[config.mk]
export PLATFORM = sky130hd
export DESIGN_NAME = alu_hex_tx
export DESIGN_NICKNAME = d
export VERILOG_FILES = /design/src/rtl/alu_tx_pkg.sv /design/src/rtl/alu_hex_tx.sv
export SDC_FILE = /design/constraint.sdc
export NUM_CORES = 1
export LEC_CHECK = 0
export CORE_ASPECT_RATIO = 0.5
export CORE_MARGIN = 8
export CORE_UTILIZATION = 60
export DETAILED_ROUTE_END_ITERATION = 6
export DONT_BUFFER_PORTS = 1
export PLACE_DENSITY = 0.88
export SYNTH_ARGS = -nofsm -noshare
export SYNTH_HDL_FRONTEND = slang
export SYNTH_SLANG_ARGS = --single-unit
[constraint.sdc]
create_clock -name aclk_i -period 2.89 [get_ports aclk_i]
set_input_delay 0.578 -clock aclk_i [delete_from_list [all_inputs] [get_ports aclk_i]]
set_output_delay 0.578 -clock aclk_i [all_outputs]
set_load 0.02 [all_outputs]
[src/rtl/alu_tx_pkg.sv]
// Shared types and ASCII helpers for the ALU result hex transmitter.
package alu_tx_pkg;

   typedef enum logic [2:0] {
      IDLE,
      HEX,
      ERR,
      CR,
      LF
   } tx_state_e;

   localparam logic [7:0] ASCII_CR = 8'h0D;
   localparam logic [7:0] ASCII_LF = 8'h0A;
   localparam logic [7:0] ASCII_E  = 8'h45;
   localparam logic [7:0] ASCII_R  = 8'h52;

   function automatic logic [7:0] nibble_to_ascii(input logic [3:0] nibble, input logic uppercase);
      if (nibble < 4'd10) begin
         return 8'h30 + {4'h0, nibble};
      end else if (uppercase) begin
         return 8'h37 + {4'h0, nibble};
      end else begin
         return 8'h57 + {4'h0, nibble};
      end
   endfunction

endpackage

[src/rtl/alu_hex_tx.sv]
// Serialises one ALU result word per handshake into an AXI-stream packet of
// ASCII hex digits (MS nibble first), or "ERR", optionally followed by CR LF.
//
// state | meaning
// IDLE  | s_ready_o high, waiting for a result word
// HEX   | presenting hex digit at nibble index idx_q
// ERR   | presenting "ERR", idx_q counts remaining characters
// CR    | presenting carriage return
// LF    | presenting line feed (always the last byte when present)
module alu_hex_tx
   import alu_tx_pkg::*;
#(
   parameter int DATA_WIDTH   = 16,
   parameter bit INCLUDE_CRLF = 1'b1,
   parameter bit UPPERCASE    = 1'b1,
   parameter int AXI_WIDTH    = 8
) (
   input  logic                  aclk_i,
   input  logic                  arst_ni,
   input  logic                  s_valid_i,
   output logic                  s_ready_o,
   input  logic [DATA_WIDTH-1:0] s_data_i,
   input  logic                  s_err_i,
   output logic                  m_axis_tvalid_o,
   output logic [7:0]            m_axis_tdata_o,
   output logic                  m_axis_tlast_o,
   output logic [11:0]           m_axis_tuser_o,
   input  logic                  m_axis_tready_i
);

   localparam int N     = DATA_WIDTH / 4;
   localparam int IDX_W = 4;
   localparam logic [IDX_W-1:0] TOP_IDX  = IDX_W'(N - 1);
   localparam logic [IDX_W-1:0] ERR_IDX  = IDX_W'(2);

   if (AXI_WIDTH != 8) begin : g_bad_axi_width
      $error("alu_hex_tx: AXI_WIDTH must be 8");
   end
   if ((DATA_WIDTH % 4) != 0 || DATA_WIDTH < 4 || DATA_WIDTH > 64) begin : g_bad_data_width
      $error("alu_hex_tx: DATA_WIDTH must be a multiple of 4 in 4..64");
   end

   tx_state_e             state_q;
   logic [DATA_WIDTH-1:0] data_q;
   logic [IDX_W-1:0]      idx_q;
   logic [11:0]           seq_q;

   logic [IDX_W-1:0] idx_dec;
   logic [5:0]       shamt;
   logic [3:0]       next_nib;
   logic             accept;

   assign accept   = m_axis_tvalid_o && m_axis_tready_i;
   assign idx_dec  = idx_q - IDX_W'(1);
   assign shamt    = {idx_dec, 2'b00};
   assign next_nib = 4'(data_q >> shamt);

   always_ff @(posedge aclk_i or negedge arst_ni) begin
      if (!arst_ni) begin
         state_q         <= IDLE;
         data_q          <= '0;
         idx_q           <= '0;
         seq_q           <= '0;
         s_ready_o       <= 1'b1;
         m_axis_tvalid_o <= 1'b0;
         m_axis_tdata_o  <= '0;
         m_axis_tlast_o  <= 1'b0;
         m_axis_tuser_o  <= '0;
      end else if (accept && m_axis_tlast_o) begin
         // packet complete: one bubble cycle in IDLE before the next word
         state_q         <= IDLE;
         s_ready_o       <= 1'b1;
         m_axis_tvalid_o <= 1'b0;
         m_axis_tlast_o  <= 1'b0;
         seq_q           <= seq_q + 12'd1;
      end else begin
         case (state_q)
            IDLE: begin
               if (s_valid_i && s_ready_o) begin
                  data_q          <= s_data_i;
                  s_ready_o       <= 1'b0;
                  m_axis_tvalid_o <= 1'b1;
                  m_axis_tuser_o  <= seq_q;
                  if (s_err_i) begin
                     state_q        <= ERR;
                     idx_q          <= ERR_IDX;
                     m_axis_tdata_o <= ASCII_E;
                     m_axis_tlast_o <= 1'b0;
                  end else begin
                     state_q        <= HEX;
                     idx_q          <= TOP_IDX;
                     m_axis_tdata_o <= nibble_to_ascii(s_data_i[DATA_WIDTH-1 -: 4], UPPERCASE);
                     m_axis_tlast_o <= (N == 1) && !INCLUDE_CRLF;
                  end
               end
            end
            HEX, ERR: begin
               if (accept) begin
                  if (idx_q != '0) begin
                     idx_q          <= idx_dec;
                     m_axis_tdata_o <= (state_q == ERR) ? ASCII_R
                                                        : nibble_to_ascii(next_nib, UPPERCASE);
                     m_axis_tlast_o <= (idx_dec == '0) && !INCLUDE_CRLF;
                  end else begin
                     state_q        <= CR;
                     m_axis_tdata_o <= ASCII_CR;
                     m_axis_tlast_o <= 1'b0;
                  end
               end
            end
            CR: begin
               if (accept) begin
                  state_q        <= LF;
                  m_axis_tdata_o <= ASCII_LF;
                  m_axis_tlast_o <= 1'b1;
               end
            end
            LF: begin
               state_q <= LF;
            end
            default: begin
               state_q <= IDLE;
            end
         endcase
      end
   end

endmodule

== Yosys cells after proc, flatten, opt, wreduce, memory -nomap -nowiden ==
Cells that the tools add are included.

* Equality and inequality tests: 12
* $mul: 0
* Add/subtract/negate cells: 6
* Bitwise logic cells: 1
* Shifts and indexed selects: 1
* Magnitude comparators: 2
* Reductions and logical operators: 17
* Mux-type cells: 31
* Div/mod/pow operators: 0

{| class="wikitable"
|+ Operators by type and width
! operator !! number
|-
| $mux W8 || 5
|-
| $add A6 B4 Y7 const A || 4
|-
| $pmux W8 S3 || 1
|-
| $mux W7 || 3
|-
| $shr A16 B6 Y4 || 1
|-
| $mux W3 || 5
|-
| $add A12 B1 Y12 const B || 1
|-
| $mux W4 || 3
|-
| $ne A3 B3 Y1 const B || 4
|-
| $pmux W3 S4 || 1
|-
| $mux W1 || 10
|-
| $reduce_and A5 Y1 || 2
|-
| $lt A4 B4 Y1 const B || 2
|-
| $ne A2 B2 Y1 const B || 4
|-
| $pmux W4 S2 || 1
|-
| $reduce_and A4 Y1 || 2
|-
| $reduce_bool A4 Y1 || 2
|-
| $eq A3 B2 Y1 const B || 2
|-
| $reduce_bool A2 Y1 || 3
|-
| $sub A4 B1 Y4 const B || 1
|-
| $eq A3 B1 Y1 const B || 1
|-
| $eq A3 B3 Y1 const B || 1
|-
| $logic_and A1 B1 Y1 || 3
|-
| $logic_not A3 Y1 || 1
|-
| other kinds (7) || 7
|}

* Memory bits (read-only): 0
* Bits in latches: 0
* Memories: 0
* Bits of input ports: 21
* Logic and storage cells: 79
* RAM bits: 0
* Register bits: 58
* Output and inout bits: 23

== Logic depth before layout (Yosys ltp) ==
Gate-level depths: netlist of the first run.

* Depth after elaboration: 8
* Depth in mapped cells: 12
* Mapped depth without buffers: 11

== Worst setup path before layout of the first run ==
Ideal clock, no wire load.

* Kind: register to register
* From: register idx_q[0]
* To: register m_axis_tdata_o[2]
* Data arrival time: 2.230 ns
* Path slack: 0.537 ns
* Setup time: 0.123 ns
* Cell stages (with the launch flop): 12
* Clock period less this slack: 2.353 ns
* Path buffers: 2
* Required time: 2.767 ns
* Cell sequence: dfrtp_1 > buf_6 > inv_1 > ha_1 > clkbuf_1 > mux4_2 > nand2_1 > ha_1 > nand4_1 > xor2_1 > a211oi_1 > nor2_1

* Longest elaborated chain between the ends: 8
* Elaborated cells between the ends (all ways): 11
* Those cells by class: add/sub (3); order compare (1); shift (1); mux (5); reduce/logical (1)

{| class="wikitable"
|+ Ends and longest elaborated chain
! element !! RTL line !! RTL
|-
| from (decl) || alu_hex_tx.sv:45 || <nowiki>logic [IDX_W-1:0] idx_q;</nowiki>
|-
| from (signal assigned) || alu_hex_tx.sv:100 || <nowiki>idx_q <= idx_dec;</nowiki>
|-
| $sub A4 B1 Y4 || alu_hex_tx.sv:54 || <nowiki>assign idx_dec = idx_q - IDX_W'(1);</nowiki>
|-
| $shr A16 B6 Y4 || alu_hex_tx.sv:56 || <nowiki>assign next_nib = 4'(data_q >> shamt);</nowiki>
|-
| $add A6 B4 Y7, or another cell as far along || alu_tx_pkg.sv:21 || <nowiki>return 8'h37 + {4'h0, nibble};</nowiki>
|-
| $mux W7 || alu_tx_pkg.sv:18 || <nowiki>if (nibble < 4'd10) begin</nowiki>
|-
| $mux W8 || alu_hex_tx.sv:101 || <nowiki>m_axis_tdata_o <= (state_q == ERR) ? ASCII_R</nowiki>
|-
| $mux W8 * || alu_hex_tx.sv:99 || <nowiki>if (idx_q != '0) begin</nowiki>
|-
| $mux W8 * || alu_hex_tx.sv:98 || <nowiki>if (accept) begin</nowiki>
|-
| $pmux W8 S3 * || alu_hex_tx.sv:77 || <nowiki>case (state_q)</nowiki>
|-
| to (signal assigned) || alu_hex_tx.sv:92 || <nowiki>m_axis_tdata_o <= nibble_to_ascii(s_data_i[DATA_WIDTH-1 -: 4], UPPERCASE);</nowiki>
|-
| to (signal assigned) || alu_hex_tx.sv:101 ||
|-
| to (decl) || alu_hex_tx.sv:25 || <nowiki>output logic [7:0] m_axis_tdata_o,</nowiki>
|}

Every way passes the cells marked *; elsewhere a longest branch is shown, timed or not. The select of a mux whose other input is x is not followed.
A chain may end at the register's enable or synchronous reset.

== Worst setup path in the final report of the first run ==
Same ends and word-level chain as after synthesis.

==> metrics.md, run 1 <==
| Metric | Value |
|---|---|
| Status | complete, no violations |
| Ys Warns | 0 |
| Post-synthesis instance area | 2980 µm² |
| Clk_lat worst skew | 0.34 ns |
| Fillers | 350 |
| Pwr dens | 474 nW/µm² |
| Final WL | 6.48 mm |
| DR vias/cell | 6.02 |
| Worst-margin pin slew | 0.736 ns |
| Crit Path Category | flip-flop to flip-flop |
| Worst min-delay path class | primary input to asynchronous set/reset pin |
| Leakage Power | 1.43 nW |
| Final Hold Viols | 0 |
| Synth Area per Inst | 10.7 µm² |
| Setup tns final | 0 ns |
| Slew headroom | 49.6% |
| Asr flop ratio synth | 100% |
| Rows | 18 |
| Sequential cell fraction of total power | 52.5% |
| Num CTS Buffers | 9 |
| Vias in the first global route | 2163 |
| CTS tree | built |
| Post-synth EDFFs | 0 |
| Cells after Synth | 279 |
| Drt first pass iters | 4 |
| CTS H-tree depth | 3 |
| Initial antenna violation count | 0 |
| Clk_skew | 0.0102 ns |
| Tot Pwr | 1.53 mW |
| Final nets | 306 |
| Die span in y | 65.8 µm |
| Final setup margin | 0.310 ns |
| Crit path time final | 2.58 ns |
| Ant diodes | 0 |
| Starting density of the core | 61.5% |
| Layout cells sized above 1 | 21.0% |
| CP endpoint kind | flip-flop |
| Maximum clock frequency | 388 MHz |
| Switching Share | 25.9% |
| Die width | 116 µm |
| Commonest non-fill, non-tap cell in the layout | dfrtp_1 |
| Fin cells | 356 |
| I/O pins | 44 |
| Final Core Density | 66.7% |
| Gpl congestion | 0.836 |
| Max clock buf depth | 2 |
| Syn_nets | 304 |
| Max-cap viol count | 0 |
| Core area | 4840 µm² |
| Synth unique cells | 52 |
| Root buffer cell | clkbuf_8 |
| Reg2reg path depth | 7 |
| Crit path max fanout | 12 |
| Logic pwr share | 2.0% |
| Hold_ws | 0.0821 ns |
| Wire per inst | 18.2 µm |
| Placed cell count | 339 |
| Vias after detailed routing | 2144 |
| RSZ-0062 raised after global routing | false |
| Pins Over Slew Limit | 0 |
| # hold bufs at CTS | 1 |
| Total track usage | 18.6% |
| Clk slew on worst S/H paths | 0.07 ns |
| # setup viols final | 0 |
| Pin count of the biggest net entering global routing | 57 |
| CP startpoint kind | flip-flop |
| Post-DP HPWL | 4.62 mm |
| DRC viols | 0 |
| ANT nets after route | 0 |
| Global-route wire length before repair | 11.0 mm |
| Seq/Total Area, Yosys | 48.0% |
| Crit share post-route | 89.3% |
| Finished Cell Area | 3230 µm² |
| Post-cts resize count | 0 |
| Critical path arrival | 2.80 ns |
| Total grt overflow | 0 |
| TritonCTS Sinks | 57 |
| Post-CTS Repair Setup Buffers | 0 |
| Clock share of power | 45.5% |
| PortBufs | 0 |
| Power Internal | 1.13 mW |
| Dpl cell area | 3020 µm² |
| DRT iter0 DRCs | 119 |
| Req. time, crit path | 3.11 ns |
| Maximum vdd ir drop | 0.000352 V |
| Top_reg_cell synth | dfrtp_1 |
| Die ar. | 7610 µm² |
| #FFs+latches synth | 57 |
| Most frequent cells in the layout | dfrtp_1, mux2_2, nand2_1 |
| Worst slack, placed | 0.377 ns |
| Net Sw Power | 397 µW |
| Area grow syn2layout | 8.53% |
## sequential cells by signal (all words and copies together) (netlist names)
signal / count
s_ready_o: 1
seq_q: 12
data_q: 16
state_q: 3
m_axis_tuser_o: 12
m_axis_tdata_o: 7
idx_q: 4
m_axis_tvalid_o: 1
m_axis_tlast_o: 1
## metal layers
metal	global-route usage [%]	wire (µm)	up-vias
li1	-	-	1005
met1	23.8	2800	1039
met2	28.7	2990	89
met3	7.29	603	11
met4	5.92	85	0
met5	0	0	-
## final cells by class
class / count / area (µm²) / share of cell area (%)
repair buffers: 4 / 50.0 / 1.55
multi-input cells: 201 / 1450 / 45.0
well taps: 70 / 87.6 / 2.71
inverters: 8 / 30.0 / 0.930
flip-flops and latches: 57 / 1430 / 44.2
clock inverters: 7 / 58.8 / 1.82
clock buffers: 9 / 124 / 3.83
## logic make-up (layout without fill, tap and decap cells)
family	after synthesis	after routing	share of synthesized area [%]
mux	33	33	14.1
xor+xnor	15	15	4.41
buf+inv	21	28	3.32
compound gates	55	55	12.6
flops	57	57	48.0
fa+ha+maj	4	4	1.68
simple gates	93	93	15.8
other cells	1	1	0.126
## worst max-delay path, cell delays in order, from the launching register on
cell	delay, ns
dfrtp_1	0.62
inv_1	0.13
ha_1	0.45
a2111oi_0	0.50
o2111ai_1	0.26
xor2_1	0.21
a211oi_1	0.23
nor2_1	0.06
## worst paths after layout
check | startpoint | endpoint | slack, ns
max | idx_q[0]$_DFFE_PN0P_ | m_axis_tdata_o[2]$_DFFE_PN0P_ | 0.31
min | arst_ni | s_ready_o$_DFFE_PN1P_ | 0.08
max reg2reg | idx_q[0]$_DFFE_PN0P_ | m_axis_tdata_o[2]$_DFFE_PN0P_ | 0.31
min reg2reg | seq_q[11]$_DFFE_PN0P_ | seq_q[11]$_DFFE_PN0P_ | 0.47
max in group asynchronous | arst_ni | data_q[12]$_DFFE_PN0P_ | 2.56
min in group aclk_i | s_data_i[6] | data_q[6]$_DFFE_PN0P_ | 0.36
## synthesized netlist by cell type (all sizes together), types with 2 or more instances
master,instances,share of area [%]
a2111oi,4,1.2
a21oi,14,2.4
a22oi,2,0.50
a2bb2oi,2,0.59
a31oi,2,0.42
and2,5,1.1
and3,2,0.42
buf,9,1.8
clkbuf,4,0.50
dfrtp,56,47
ha,4,1.7
inv,8,1.0
mux2,28,11
mux4,4,3.2
nand2,22,2.8
nand2b,5,1.1
nand3,4,0.67
nand4,7,1.5
nor2,23,3.0
nor2b,2,0.42
nor3,11,1.8
nor3b,4,1.2
o21a,3,0.76
o21ai,17,3.1
o21bai,2,0.50
or2,2,0.42
or3,3,0.63
xnor2,11,3.2
xor2,4,1.2
## power by group through the flow
stage	Combinational (mW)	Sequential (mW)	Clock (mW)
CTS	0.0319	0.804	0.712
global route	0.0363	0.804	0.757
global placement	0.0119	0.820	0
detailed placement	0.0122	0.820	0
finish	0.0307	0.804	0.697
floorplan	0.0133	0.819	0
Note: power is estimated with default switching activity, not from simulation.
==> inputs of run 2 (changes only) <==
--- a/config.mk
+++ b/config.mk
@@ -8,6 +8,7 @@
 export CORE_ASPECT_RATIO = 0.5
 export CORE_MARGIN = 8
 export CORE_UTILIZATION = 60
+export CTS_BUF_LIST = sky130_fd_sc_hd__clkbuf_2
 export DETAILED_ROUTE_END_ITERATION = 6
 export DONT_BUFFER_PORTS = 1
 export PLACE_DENSITY = 0.88
==> metrics.md, run 2 (same netlist as run 1, synthesis figures left out) <==
| Metric | Value |
|---|---|
| Status | complete, no violations (unchanged) |
| Slew headroom | 48.5% (was 49.6%) |
| Biggest regs | data_q (16), m_axis_tuser_o (12), seq_q (12) (unchanged) |
| Ant diodes | 0 (unchanged) |
| Critical path arrival | 2.98 ns (was 2.80 ns) |
| Fin cells | 357 (was 356) |
| Crit path time final | 2.56 ns (was 2.58 ns) |
| Req. time, crit path | 3.31 ns (was 3.11 ns) |
| ANT nets after route | 0 (unchanged) |
| Crit-path leading delay family | compound AO/OA/AOI/OAI gates (unchanged) |
| Vias in the first global route | 2196 (was 2163) |
| Crit share post-route | 88.5% (was 89.3%) |
| Fillers | 369 (was 350) |
| Largest Register | data_q (unchanged) |
| Max-cap viol count | 0 (unchanged) |
| Vias after detailed routing | 2152 (was 2144) |
| Final WL | 6.35 mm (was 6.48 mm) |
| Total grt overflow | 0 (unchanged) |
| Max reg flops | 16 (unchanged) |
| CTS tree | built (unchanged) |
| Final nets | 307 (was 306) |
| Clk_lat worst skew | 0.52 ns (was 0.34 ns) |
| CTS H-tree depth | 3 (unchanged) |
| Clk_skew | 0.0208 ns (was 0.0102 ns) |
| Starting density of the core | 61.5% (unchanged) |
| Die span in y | 65.8 µm (unchanged) |
| Wire per inst | 17.8 µm (was 18.2 µm) |
| DRC viols | 0 (unchanged) |
| Clk slew on worst S/H paths | 0.19 ns (was 0.07 ns) |
| Max clock buf depth | 2 (unchanged) |
| RSZ-0062 raised after global routing | false (unchanged) |
| PortBufs | 0 (unchanged) |
| Commonest non-fill, non-tap cell in the layout | dfrtp_1 (unchanged) |
| Multi-input logic area | 1450 µm² (unchanged) |
| Maximum clock frequency | 391 MHz (was 388 MHz) |
| Final Hold Viols | 0 (unchanged) |
| Post-cts resize count | 0 (unchanged) |
| # hold bufs at CTS | 2 (was 1) |
| Register area | 1430 µm² (unchanged) |
| DR vias/cell | 6.03 (was 6.02) |
| Drt first pass iters | 4 (unchanged) |
| Initial antenna violation count | 0 (unchanged) |
| Total track usage | 18.5% (was 18.6%) |
| Area grow syn2layout | 6.22% (was 8.53%) |
| Post-CTS Repair Setup Buffers | 0 (unchanged) |
| Worst-path cell chain | inv_1 > ha_1 > a2111oi_0 > o2111ai_1 > xor2_1 > a211oi_1 > nor2_1 (unchanged) |
| Worst-margin pin slew | 0.753 ns (was 0.736 ns) |
| Crit path max fanout | 12 (unchanged) |
| Root buffer cell | clkbuf_2 (was clkbuf_8) |
| Global-route wire length before repair | 10.9 mm (was 11.0 mm) |
| Maximum vdd ir drop | 0.000335 V (was 0.000352 V) |
| Pwr dens | 417 nW/µm² (was 474 nW/µm²) |
| Rows | 18 (unchanged) |
| DRT iter0 DRCs | 146 (was 119) |
| Die width | 116 µm (unchanged) |
| Placed cell count | 339 (unchanged) |
| CP max stage cell | dfrtp_1 (unchanged) |
| # setup viols final | 0 (unchanged) |
| Die ar. | 7610 µm² (unchanged) |
| Worst min-delay path class | primary input to flip-flop (was primary input to asynchronous set/reset pin) |
| Num CTS Buffers | 9 (unchanged) |
| Most frequent cells in the layout | dfrtp_1, mux2_2, nand2_1 (unchanged) |
| Gpl congestion | 0.836 (unchanged) |
| Setup tns final | 0 ns (unchanged) |
| Pins Over Slew Limit | 0 (unchanged) |
| Layout cells sized above 1 | 20.9% (was 21.0%) |
| Buf+Inv Stages, Crit Path | 1 (unchanged) |
| Core area | 4840 µm² (unchanged) |
| Pin count of the biggest net entering global routing | 58 (was 57) |
| Max stage delay on crit path | 0.64 ns (was 0.62 ns) |
| TritonCTS Sinks | 57 (unchanged) |
| Crit Path Category | flip-flop to flip-flop (unchanged) |
| I/O pins | 44 (unchanged) |
| CP startpoint kind | flip-flop (unchanged) |
| Leakage Power | 1.41 nW (was 1.43 nW) |
| Final Core Density | 65.3% (was 66.7%) |
| Post-DP HPWL | 4.62 mm (unchanged) |
| CP endpoint kind | flip-flop (unchanged) |
[run 2: cell type report]
type / count / share of cell area, %
inverter: 8 / 0.950
clock inverter: 7 / 1.86
multi-input combinational: 201 / 45.9
timing repair buffer: 5 / 1.90
tap: 70 / 2.77
clock buffer: 9 / 1.42
sequential: 57 / 45.2
[run 2: path summary, 6_finish.rpt]
| path | start | to | slack [ns] | depth (start not counted) |
|---|---|---|---|---|
| max | idx_q[0]$_DFFE_PN0P_ | m_axis_tdata_o[2]$_DFFE_PN0P_ | 0.33 | 7 |
| max in group asynchronous | arst_ni | s_ready_o$_DFFE_PN1P_ | 2.05 | 2 |
| min reg2reg | seq_q[11]$_DFFE_PN0P_ | seq_q[11]$_DFFE_PN0P_ | 0.49 | 1 |
| min in group asynchronous | arst_ni | m_axis_tdata_o[6]$_DFFE_PN0P_ | 0.55 | 2 |
| min | s_data_i[6] | data_q[6]$_DFFE_PN0P_ | 0.18 | 2 |
| max reg2reg | idx_q[0]$_DFFE_PN0P_ | m_axis_tdata_o[2]$_DFFE_PN0P_ | 0.33 | 7 |
[run 2: worst reg2reg max path: cells and delay by family, from the launching register on]
| kind | cells | cell delay, ns |
|---|---|---|
| AND/OR/NAND/NOR | 1 | 0.06 |
| AO/OA/AOI/OAI | 3 | 1.01 |
| adder cells (fa/ha/maj) | 1 | 0.44 |
| flip-flops | 1 | 0.64 |
| buffers and inverters | 1 | 0.12 |
| XOR/XNOR | 1 | 0.21 |
[run 2: per-stage QoR]
stage	instance area (µm²)	hold slack (ns)	power, mW	setup WS (ns)
2_1_floorplan	2980	0.282	0.832	0.537
3_3_place_gp	3020	0.284	0.832	0.467
3_5_place_dp	3020	0.284	0.832	0.377
4_1_cts	3160	0.154	1.34	0.360
5_1_grt	3160	0.118	1.38	0.180
6_report	3160	0.180	1.32	0.331
[run 2: routing by layer]
layer  up-vias  wire length (µm)  track usage, %  share of wire [%]
li1       1011                 -               -                  -
met1      1056              2760            22.5                 43
met2        76              3000            29.0                 47
met3         9               502            8.11                7.9
met4         0                87            6.24                1.4
met5         -                 0               0                  0
[run 2: power by group]
| group | total (mW) | internal, mW | switching, mW |
|---|---|---|---|
| clock | 0.480 | 0.128 | 0.352 |
| combinational | 0.0324 | 0.0107 | 0.0216 |
| sequential | 0.805 | 0.801 | 0.00468 |
==> inputs of run 3 (changes only) <==
==> constraint.sdc (replaced) <==
create_clock -name aclk_i -period 3.2 [get_ports aclk_i]
set_input_delay 0.64 -clock aclk_i [delete_from_list [all_inputs] [get_ports aclk_i]]
set_output_delay 0.64 -clock aclk_i [all_outputs]
set_load 0.02 [all_outputs]
==> metrics.md, run 3 (same netlist as run 1, synthesis figures left out) <==
| Metric | Value |
|---|---|
| Status | complete, no violations (unchanged) |
| Hold depth | 1 (was 2) |
| Logic pwr share | 2.4% (was 2.5%) |
| Largest Register | data_q (unchanged) |
| Total grt overflow | 0 (unchanged) |
| Power Internal | 989 µW (was 939 µW) |
| # setup viols final | 0 (unchanged) |
| Root buffer cell | clkbuf_2 (unchanged) |
| Most frequent cells in the layout | dfrtp_1, mux2_2, nand2_1 (unchanged) |
| I/O pins | 44 (unchanged) |
| Biggest regs | data_q (16), m_axis_tuser_o (12), seq_q (12) (unchanged) |
| CTS H-tree depth | 3 (unchanged) |
| Slew headroom | 50.8% (was 48.5%) |
| Net Sw Power | 293 µW (was 379 µW) |
| RR Endpoint | m_axis_tdata_o[2]$_DFFE_PN0P_ (unchanged) |
| Sequential cell fraction of total power | 56.7% (was 61.1%) |
| Die ar. | 7610 µm² (unchanged) |
| Ant diodes | 0 (unchanged) |
| Maximum clock frequency | 379 MHz (was 391 MHz) |
| Area grow syn2layout | 6.68% (was 6.22%) |
| Crit path time final | 2.64 ns (was 2.56 ns) |
| DRC viols | 0 (unchanged) |
| CP max stage cell | dfrtp_1 (unchanged) |
| Final Hold Viols | 0 (unchanged) |
| PortBufs | 0 (unchanged) |
| TritonCTS Sinks | 57 (unchanged) |
| Register area | 1430 µm² (unchanged) |
| Switching Share | 22.9% (was 28.7%) |
| Final WL | 6.43 mm (was 6.35 mm) |
| Rows | 18 (unchanged) |
| Layout cells sized above 1 | 19.6% (was 20.9%) |
| Reg2reg path depth | 9 (was 7) |
| Buf+Inv Stages, Crit Path | 1 (unchanged) |
| Multi-input logic area | 1450 µm² (unchanged) |
| Crit share post-route | 82.4% (was 88.5%) |
| RSZ-0062 raised after global routing | false (unchanged) |
| Post-DP HPWL | 4.57 mm (was 4.62 mm) |
| Max stage delay on crit path | 0.64 ns (about the same) |
| Die width | 116 µm (unchanged) |
| Gpl congestion | 0.924 (was 0.836) |
| Worst-path cell chain | inv_1 > ha_1 > mux4_2 > nand2_1 > ha_1 > nand4_1 > xor2_1 > a211oi_1 > nor2_1 (was inv_1 > ha_1 > a2111oi_0 > o2111ai_1 > xor2_1 > a211oi_1 > nor2_1) |
| Total track usage | 17.9% (was 18.5%) |
| ANT nets after route | 0 (unchanged) |
| Crit-path leading delay family | adder cells (was compound AO/OA/AOI/OAI gates) |
| Pins Over Slew Limit | 0 (unchanged) |
| DR vias/cell | 6.20 (was 6.03) |
| Commonest non-fill, non-tap cell in the layout | dfrtp_1 (unchanged) |
| CP startpoint kind | flip-flop (unchanged) |
| DRT iter0 DRCs | 171 (was 146) |
| Die span in y | 65.8 µm (unchanged) |
| Max clock buf depth | 2 (unchanged) |
| Worst-margin pin slew | 0.719 ns (was 0.753 ns) |
| Placed cell count | 337 (was 339) |
| Fillers | 367 (was 369) |
| Final nets | 305 (was 307) |
| Req. time, crit path | 3.60 ns (was 3.31 ns) |
| Crit Reg-Reg Startpoint | idx_q[0]$_DFFE_PN0P_ (unchanged) |
| Max reg flops | 16 (unchanged) |
| Leakage Power | 1.41 nW (about the same) |
| Drt first pass iters | 4 (unchanged) |
| Worst hold start | s_data_i[13] (was s_data_i[6]) |
| CP endpoint kind | flip-flop (unchanged) |
| Vias after detailed routing | 2201 (was 2152) |
| Global-route wire length before repair | 10.3 mm (was 10.9 mm) |
| Fin cells | 355 (was 357) |
| Pwr dens | 404 nW/µm² (was 417 nW/µm²) |
| Crit path max fanout | 12 (unchanged) |
| Initial antenna violation count | 0 (unchanged) |
| Num CTS Buffers | 9 (unchanged) |
| Max-cap viol count | 0 (unchanged) |
| CTS tree | built (unchanged) |
| Clk_lat worst skew | 0.50 ns (was 0.52 ns) |
| FF-to-FF setup slack | 0.56 ns (was 0.33 ns) |
| Setup tns final | 0 ns (unchanged) |
| CP dominant cell by count | ha_1 |
| Wire per inst | 18.1 µm (was 17.8 µm) |
| Maximum vdd ir drop | 0.000268 V (was 0.000335 V) |
| Pin count of the biggest net entering global routing | 58 (unchanged) |
| Hold EP | data_q[13]$_DFFE_PN0P_ (was data_q[6]$_DFFE_PN0P_) |
| Clk slew on worst S/H paths | 0.16 ns (was 0.19 ns) |
| Crit Path Category | flip-flop to flip-flop (unchanged) |
| Vias in the first global route | 2066 (was 2196) |
| Worst min-delay path class | primary input to flip-flop (unchanged) |
| Critical path arrival | 3.04 ns (was 2.98 ns) |
| Core area | 4840 µm² (unchanged) |
| Clock share of power | 40.9% (was 36.4%) |
| Clk_skew | 0.0145 ns (was 0.0208 ns) |
| Starting density of the core | 61.5% (unchanged) |
[run 3: cell count changes in the layout (fill, tap and decap cells not counted)]
cell	previous run	this run
inv_6	5	0
buf_4	3	1
bufinv_16	0	2
clkinv_1	0	2
clkbuf_2	9	10
[run 3: final cells by class]
type / instances / area share (%)
multi-input cells: 201 / 45.7
flip-flops and latches: 57 / 45.0
well taps: 70 / 2.76
clock inverters: 6 / 2.60
clock buffers: 10 / 1.58
repair buffers: 3 / 1.42
inverters: 8 / 0.946
[run 3: through the flow]
| stage | util [%] | power [mW] | setup WS (ns) | hold slack [ns] | cell area (µm²) |
|---|---|---|---|---|---|
| after detailed placement | 62.1 | 0.752 | 0.606 | 0.346 | 3010 |
| after global routing | 65.6 | 1.33 | 0.310 | 0.224 | 3180 |
| after CTS | 65.6 | 1.30 | 0.584 | 0.242 | 3180 |
| after floorplan | - | 0.752 | 0.847 | 0.344 | 2980 |
| after global placement | 62.1 | 0.752 | 0.765 | 0.346 | 3010 |
| final | 65.6 | 1.28 | 0.563 | 0.285 | 3180 |
[run 3: timing repair]
action,4_1_cts,5_1_grt
endpoints found under the hold margin,57,0
buffers inserted,0,0
resized for setup,0,0
endpoints found under the setup margin,0,0
hold buffers,2,0
[run 3: worst max path at each step]
stage                          from                       endpoint  slack, ns  cells past startpoint
2_1_floorplan  idx_q[0]$_DFFE_PN0P_  m_axis_tdata_o[2]$_DFFE_PN0P_       0.85                     11
3_3_place_gp   idx_q[0]$_DFFE_PN0P_  m_axis_tdata_o[2]$_DFFE_PN0P_       0.76                      9
3_5_place_dp   idx_q[0]$_DFFE_PN0P_  m_axis_tdata_o[2]$_DFFE_PN0P_       0.61                      9
4_1_cts        idx_q[0]$_DFFE_PN0P_  m_axis_tdata_o[2]$_DFFE_PN0P_       0.58                      9
5_1_grt        idx_q[0]$_DFFE_PN0P_  m_axis_tdata_o[2]$_DFFE_PN0P_       0.31                      9
6_report       idx_q[0]$_DFFE_PN0P_  m_axis_tdata_o[2]$_DFFE_PN0P_       0.56                      9
[run 3: worst register-to-register path, stage by stage (launching register included)]
cell and delay, ns:
dfrtp_1 0.64, inv_1 0.13, ha_1 0.49, mux4_2 0.41, nand2_1 0.10, ha_1 0.18
nand4_1 0.10, xor2_1 0.17, a211oi_1 0.26, nor2_1 0.06
[run 3: power groups by stage]
stage	clock network, mW	logic (mW)	registers [mW]
finish	0.525	0.0306	0.727
global route	0.568	0.0354	0.728
CTS	0.541	0.0313	0.727
detailed placement	0	0.0116	0.740
global placement	0	0.0114	0.740
floorplan	0	0.0120	0.740
[run 3: layer usage]
metal | global-route usage [%] | vias up | share of wire (%)
met5 | 0 | - | 0
met4 | 8.64 | 0 | 3.1
met3 | 8.93 | 19 | 10
met2 | 26.0 | 97 | 45
met1 | 21.8 | 1083 | 42
li1 | - | 1002 | -
